### src/rtl/dmem_arbiter.sv
// rtl/dmem_arbiter.sv - two-master round-robin arbiter and access sequencer for the data memory
//
// Ports:
//   clock, reset          rising-edge clock, asynchronous active-high reset
//   mN_req/addr/wdata/    request from master N (0 = core load/store, 1 = loader/debug),
//   mN_we/mN_funct3       held high until mN_ack; funct3 is the RV32 load/store encoding
//   mN_ack/rdata/err      one-cycle completion pulse with registered load data and error flag
//   mem_addr/wdata/we/    single data-memory port, driven from the latched request
//   mem_funct3
//   mem_rdata             combinational read data returned by the memory
//
// Optional feature: define DMEM_ARB_MISALIGN_EN to also flag misaligned half/word
// accesses as errors; by default they pass to the memory unchanged.
module dmem_arbiter #(
  parameter int MEM_BYTES = 2048
) (
  input  logic        clock,
  input  logic        reset,
  input  logic        m0_req,
  input  logic [31:0] m0_addr,
  input  logic [31:0] m0_wdata,
  input  logic        m0_we,
  input  logic [2:0]  m0_funct3,
  output logic        m0_ack,
  output logic [31:0] m0_rdata,
  output logic        m0_err,
  input  logic        m1_req,
  input  logic [31:0] m1_addr,
  input  logic [31:0] m1_wdata,
  input  logic        m1_we,
  input  logic [2:0]  m1_funct3,
  output logic        m1_ack,
  output logic [31:0] m1_rdata,
  output logic        m1_err,
  output logic [31:0] mem_addr,
  output logic [31:0] mem_wdata,
  output logic        mem_we,
  output logic [2:0]  mem_funct3,
  input  logic [31:0] mem_rdata
);

  typedef enum logic [1:0] {IDLE, ACCESS, RESP} state_t;

  state_t      state, state_nx;
  logic        last_grant;   // master granted most recently
  logic        grant;        // master owning the access in flight
  logic [31:0] lat_addr, lat_wdata, resp_rdata;
  logic [2:0]  lat_funct3;
  logic        lat_we, lat_err;

  logic        sel;
  logic [31:0] sel_addr, sel_wdata;
  logic [2:0]  sel_funct3;
  logic        sel_we, sel_err;
  logic [32:0] size_m1, last_byte;
  logic        take;

  // Round-robin: m1 wins when alone, or when both ask and m0 was served last.
  always_comb begin
    sel        = m1_req & (~m0_req | ~last_grant);
    sel_addr   = sel ? m1_addr   : m0_addr;
    sel_wdata  = sel ? m1_wdata  : m0_wdata;
    sel_we     = sel ? m1_we     : m0_we;
    sel_funct3 = sel ? m1_funct3 : m0_funct3;
    take       = (state == IDLE) & (m0_req | m1_req);
  end

  // Range check in 33 bits so an access near 0xFFFFFFFF cannot wrap into range.
  always_comb begin
    case (sel_funct3[1:0])
      2'b00:   size_m1 = 33'd0;
      2'b01:   size_m1 = 33'd1;
      2'b10:   size_m1 = 33'd3;
      default: size_m1 = 33'd0;
    endcase
    last_byte = {1'b0, sel_addr} + size_m1;
    sel_err   = (sel_funct3[1:0] == 2'b11) | (last_byte >= 33'(MEM_BYTES));
`ifdef DMEM_ARB_MISALIGN_EN
    if ((sel_funct3[1:0] == 2'b01) && sel_addr[0])
      sel_err = 1'b1;
    if ((sel_funct3[1:0] == 2'b10) && (sel_addr[1:0] != 2'b00))
      sel_err = 1'b1;
`endif
  end

  always_ff @(posedge clock or posedge reset) begin
    if (reset)
      state <= IDLE;
    else
      state <= state_nx;
  end

  always_comb begin
    state_nx = state;
    case (state)
      IDLE:    if (m0_req | m1_req) state_nx = ACCESS;
      ACCESS:  state_nx = RESP;
      RESP:    state_nx = IDLE;
      default: state_nx = IDLE;
    endcase
  end

  always_ff @(posedge clock or posedge reset) begin
    if (reset) begin
      last_grant <= 1'b1;
      grant      <= 1'b0;
      lat_addr   <= 32'd0;
      lat_wdata  <= 32'd0;
      lat_we     <= 1'b0;
      lat_funct3 <= 3'd0;
      lat_err    <= 1'b0;
      resp_rdata <= 32'd0;
    end else begin
      if (take) begin
        last_grant <= sel;
        grant      <= sel;
        lat_addr   <= sel_addr;
        lat_wdata  <= sel_wdata;
        lat_we     <= sel_we;
        lat_funct3 <= sel_funct3;
        lat_err    <= sel_err;
      end
      if (state == ACCESS)
        resp_rdata <= (~lat_we & ~lat_err) ? mem_rdata : 32'd0;
    end
  end

  // mem_we and the acks decode the state register, so an asynchronous reset
  // removes them immediately and an interrupted store never commits.
  always_comb begin
    mem_addr   = lat_addr;
    mem_wdata  = lat_wdata;
    mem_funct3 = lat_funct3;
    mem_we     = (state == ACCESS) & lat_we & ~lat_err;
    m0_ack     = (state == RESP) & ~grant;
    m1_ack     = (state == RESP) & grant;
    m0_rdata   = m0_ack ? resp_rdata : 32'd0;
    m1_rdata   = m1_ack ? resp_rdata : 32'd0;
    m0_err     = m0_ack & lat_err;
    m1_err     = m1_ack & lat_err;
  end

endmodule
### config.mk
export PLATFORM = sky130hd
export DESIGN_NAME = dmem_arbiter
export DESIGN_NICKNAME = d
export VERILOG_FILES = /design/src/rtl/dmem_arbiter.sv
export SDC_FILE = /design/constraint.sdc
export NUM_CORES = 1
export LEC_CHECK = 0
export CAP_MARGIN = 25
export CELL_PAD_IN_SITES_DETAIL_PLACEMENT = 0
export CELL_PAD_IN_SITES_GLOBAL_PLACEMENT = 1
export CORE_MARGIN = 1
export CORE_UTILIZATION = 29
export CTS_BUF_LIST = sky130_fd_sc_hd__clkbuf_4 sky130_fd_sc_hd__clkbuf_8
export CTS_CLUSTER_SIZE = 10
export DETAILED_ROUTE_END_ITERATION = 12
export HOLD_SLACK_MARGIN = 0.06
export MAX_ROUTING_LAYER = met4
export PLACE_DENSITY = 0.84
export SLEW_MARGIN = 20
export SYNTH_ARGS = -nofsm -noshare
export SYNTH_HDL_FRONTEND = slang
export SYNTH_SLANG_ARGS = --single-unit
### constraint.sdc
create_clock -name clock -period 4.6 [get_ports clock]
set_input_delay 0.92 -clock clock [delete_from_list [all_inputs] [get_ports clock]]
set_output_delay 0.92 -clock clock [all_outputs]
set_load 0.005 [all_outputs]
Word level (Yosys, flattened, before mapping)
Cells that the tools add are included.
W data, S select, Z words.
{"block": "word_totals", "reg_bits": 105, "input_bits": 172, "out_inout_bits": 136}
{"block": "op_classes", "n_addsub": 1, "n_lt_le_gt_ge": 1, "muxes": 10, "bitwise": 17, "n_eq_ne": 6, "reduce_logical": 1}
{"operator": "$mux W32", "n": 5}
{"operator": "$add A32 B33 Y33", "n": 1}
{"operator": "$ge A33 B12 Y1 const B", "n": 1}
{"operator": "$and A1 B1 Y1", "n": 9}
{"operator": "$pmux W2 S2", "n": 2}
{"operator": "$eq A2 B2 Y1 const B", "n": 3}
{"operator": "$not A1 Y1", "n": 5}
{"operator": "$eq A2 B1 Y1 const B", "n": 2}
{"operator": "$mux W3", "n": 1}
{"operator": "$or A1 B1 Y1", "n": 3}
{"operator": "$logic_not A2 Y1", "n": 1}
{"operator": "$mux W2", "n": 1}
{"operator": "$ne A2 B1 Y1 const B", "n": 1}
{"operator": "$mux W1", "n": 1}

Longest topological paths before layout
Gate-level depths: netlist of run 1.
{"block": "depth", "depth_word": 9, "ltp_mapped": 17, "mapped_depth_nobuf": 13}

Worst setup path after synthesis of run 1
No wires, ideal clock.
{"block": "synth_path", "path_kind": "in2reg", "startpoint": "in m1_req", "endpoint": "reg lat_err", "slack_ns": 0.095, "arrival_ns": 4.379, "cell_stages": 16, "cell_sequence": "a21boi_2 > buf_2 > buf_2 > buf_2 > clkbuf_1 > nand2_1 > nand2_1 > ha_1 > inv_1 > ha_1 > a21o_2 > o211ai_2 > or4_1 > a211o_1 > a211o_1 > o32a_1"}
{"block": "synth_via", "elab_chain_len": 7, "elab_cells_between_ends": 12}
{"element": "from (decl)", "line_no": "27", "source": "input logic m1_req,"}
{"element": "$and A1 B1 Y1 *", "line_no": "60", "source": "sel = m1_req & (~m0_req | ~last_grant);"}
{"element": "$mux W3 *", "line_no": "64", "source": "sel_funct3 = sel ? m1_funct3 : m0_funct3;"}
{"element": "named net sel_funct3[1]", "line_no": "53", "source": "logic [2:0] sel_funct3;"}
{"element": "$eq A2 B2 Y1 / $eq A2 B1 Y1 (equally long branches)", "line_no": "70", "source": "case (sel_funct3[1:0])"}
{"element": "$pmux W2 S2", "line_no": "70"}
{"element": "$add A32 B33 Y33", "line_no": "76", "source": "last_byte = {1'b0, sel_addr} + size_m1;"}
{"element": "$ge A33 B12 Y1", "line_no": "77", "source": "sel_err = (sel_funct3[1:0] == 2'b11) | (last_byte >= 33'(MEM_BYTES));"}
{"element": "$or A1 B1 Y1 *", "line_no": "77"}
{"element": "to (signal assigned)", "line_no": "121", "source": "lat_err <= sel_err;"}
{"element": "to (decl)", "line_no": "49", "source": "logic lat_we, lat_err;"}
The timed path passes the listed nets; every way through them passes the cells marked *.
A chain may end at the register's enable or synchronous reset.

Worst setup path after layout of run 1
{"block": "layout_path", "startpoint": "in m1_req", "endpoint": "reg lat_err"}
{"block": "layout_via", "elab_chain_len": 7, "elab_cells_between_ends": 12}
{"element": "$and A1 B1 Y1", "line_no": "60"}
{"element": "$mux W3", "line_no": "64"}
{"element": "$eq A2 B2 Y1 / $eq A2 B1 Y1 (equally long branches)", "line_no": "70"}
{"element": "$pmux W2 S2", "line_no": "70"}
{"element": "$add A32 B33 Y33", "line_no": "76"}
{"element": "$ge A33 B12 Y1", "line_no": "77"}
{"element": "$or A1 B1 Y1", "line_no": "77"}
Parallel ways exist; a longest one is shown, timed or not.

==> impl_metrics.tcl, run 1 <==
set metrics [dict create \
    clock_skew_ns 0.0202 \
    fin_area_um2 9420 \
    grt_max_degree 106 \
    vias 6052 \
    syn_to_final_growth_pct 60.7 \
    cts_resized 0 \
    cts_hold_buffers 0 \
    placed_area_um2 9210 \
    crit_arrival_ns 4.30 \
    run_status "finished, final reports clean" \
    power.leakage_nw 3.86 \
    worstSetupPathType "primary input to register" \
    setup_viol 0 \
    cts_sinks 105 \
    hold_path.class "register to register" \
    crit_fanout 6 \
    end_kind "register" \
    synth_most_common_cell "nand2_1" \
    yosys_register_bits 105 \
    hpwl_mm 16.5 \
    routed_via_density 4.90 \
    start_kind "primary input" \
    hold_path_depth 2 \
    core_area_um2 19700 \
    syn-cell-area_um2 5860 \
    die-width_um 144 \
    cts_setup_buffers 0 \
    antenna_found_initial 1 \
    max_freq_mhz 249 \
    drv_cap 0 \
    fin_nets 1141 \
    crit_slowest_cell "clkdlybuf4s50_1" \
    grt_pass1_wl_mm 32.7 \
    synthTopCellsByCount "nand2_1 (141), dfrtp_1 (104), and2_1 (67)" \
    clk_pin_slew_ns 0.12 \
    grt_pass1_vias 5742 \
    synth_top_area_frac 0.444 \
    wl_per_cell_um 17.5 \
    h-tree-depth 3 \
    root_buffer "clkbuf_8" \
    reg2reg_from "last_grant" \
    layout-drive-gt1-share 0.0485 \
    cp.required_ns 4.89 \
    synthFlopType "dfrtp_1" \
    ys_types 54 \
    layout_setup_ws_ns 0.589 \
    post-route-min-period_ns 4.01 \
    dpl.cell_count 1218 \
    syn_inst 676 \
    gp_congestion 0.892 \
    critPathMostFrequentCell "ha_1" \
    pre_cts_ws_ns 0.202 \
    path_cells "clkdlybuf4s50_1 -> a21bo_2 -> mux2i_1 -> ha_1 -> inv_1 -> ha_1 -> fa_1 -> o2111a_1 -> a2111o_1 -> nor4_1 -> nand4_1 -> o32a_1" \
    drc_errors 0 \
    first_pass_iters 6 \
    die_h_um 144 \
    slew_headroom 0.383 \
    slowest_delay_ns 0.60 \
    start_util 0.298 \
    die_area_um2 20800 \
    yosysTopAreaCell "dfrtp_1" \
    numPortBuffers 307 \
    hp-start "mem_addr[13]" \
    final_antenna_net_count 0 \
    synth_nets 853 \
    num_io_pins 308 \
    maxSlewViolCount 0 \
    synthTopCellsByArea "dfrtp_1 (44%), nand2_1 (9.0%), and2_1 (7.2%)" \
    min_period_over_period 0.872 \
    initialDrtViolationCount 312 \
    min_to "mem_addr[13]" \
    tightest_slew_ns 0.925 \
    cts_tree "built" \
    grt_usage 0.213 \
    overflow 0 \
    synthArstFlopShare 1.00 \
    p_per_area_nw_per_um2 415 \
    rows 51 \
    yosysWarnings 0 \
    syn_avg_cell_area_um2 8.67 \
    cts.path.max_buffers 2 \
    fin_tns_setup_ns 0 \
    seq_area_frac_synth 0.448 \
    finalHoldViolCount 0 \
    clkLatencyLatePin_ns 0.38 \
    final_cells 1235 \
    routed_wl_mm 21.6 \
    cts_buffers 9 \
    synth-edff-count 0 \
    ir_worst_vdd_v 0.000221 \
    regToRegSetupSlack_ns 1.24 \
    rsz0062_at_grt "no" \
    r2r_end "lat_err" \
    worstRegToRegCells 11 \
]
-- kinds of logic (layout without fill, tap and decap cells) --
kind of cell             Yosys count  count (layout)  synth area share
adder cells (fa/ha/maj)            5               5            0.0120
multiplexers                      24              24            0.0414
XOR/XNOR                           9               9            0.0134
other                              0               1                 0
buffers and inverters             52             345            0.0386
flip-flops                       105             105             0.448
AO/OA/AOI/OAI                    146             146             0.173
AND/OR/NAND/NOR                  335             335             0.273
-- worst max-delay path: cells and delay by family --
kind / cells / cell delay, ns
AOI/OAI and AO/OA: 4 / 1.22
adders and majority gates: 3 / 0.97
buffers and inverters: 2 / 0.64
muxes: 1 / 0.15
and+or+nand+nor: 2 / 0.39
-- cells in the final DEF (no fill, tap or decap), drive strengths merged, types with 2 or more instances in the layout --
cell	instances
ha	4
clkbuf	10
xor2	7
a31oi	56
nand4	14
nor3	7
nand3	14
inv	10
nor2	66
nand3b	4
nor3b	2
or3	3
xnor2	2
nand2	141
mux2	2
and3	4
o31ai	4
buf	14
a22o	35
a211o	2
clkinv	2
mux2i	22
o21ai	31
o211ai	2
dfrtp	104
and2	67
clkdlybuf4s50	307
nor4	8
a21oi	4
-- area by class of cell --
class,count,area (µm²)
tap,265,332
fill,1954,10200
clock inverter,6,75.1
antenna,1,2.50
sequential,105,2630
clock buffer,10,131
timing repair buffer,321,3190
multi-input combinational,519,3030
inverter,8,32.5
-- state kept, by name (all words and copies together) (netlist names) --
name,flops
grant,1
last_grant,1
resp_rdata,32
state,2
mem_addr,32
mem_wdata,32
lat_err,1
mem_funct3,3
lat_we,1
-- layer usage --
metal / track usage / share of wire / routed length, µm / vias to the layer above
met1: 0.264 / 0.42 / 9050 / 2860
met3: 0.0407 / 0.072 / 1560 / 25
met5: - / 0 / 0 / -
met4: 0.0687 / 0.019 / 416 / 0
met2: 0.349 / 0.49 / 10600 / 222
li1: - / - / - / 2945
-- worst max-delay path by stage --
stage	from	end	slack, ns
4_1_cts	m1_req	lat_err	0.63
3_3_place_gp	m1_req	lat_err	0.28
6_report	m1_req	lat_err	0.59
2_1_floorplan	m1_req	lat_err	0.09
3_5_place_dp	m1_req	lat_err	0.20
5_1_grt	m1_req	lat_err	0.40
-- where the power goes --
part / internal (mW) / switching [mW]
registers: 1.25 / 0.187
clock network: 0.267 / 0.370
logic: 0.947 / 0.894
total: 2.46 / 1.45
-- metrics by stage --
stage | util | power (mW) | hold WS (ns)
final | 0.479 | 3.91 | 0.493
after detailed placement | 0.469 | 3.32 | 0.474
after global routing | 0.479 | 4.20 | 0.525
after global placement | 0.469 | 3.30 | 0.465
after floorplan | - | 2.26 | 0.473
after CTS | 0.479 | 3.96 | 0.501
Note: power is estimated with default switching activity, not from simulation.
==> inputs of run 2 (changes only) <==
CAP_MARGIN = 0   (was 25)
SLEW_MARGIN = not set   (was 20)
==> results of run 2 <==
Same layout as run 1: the final DEF is identical, and so are final timing and power.
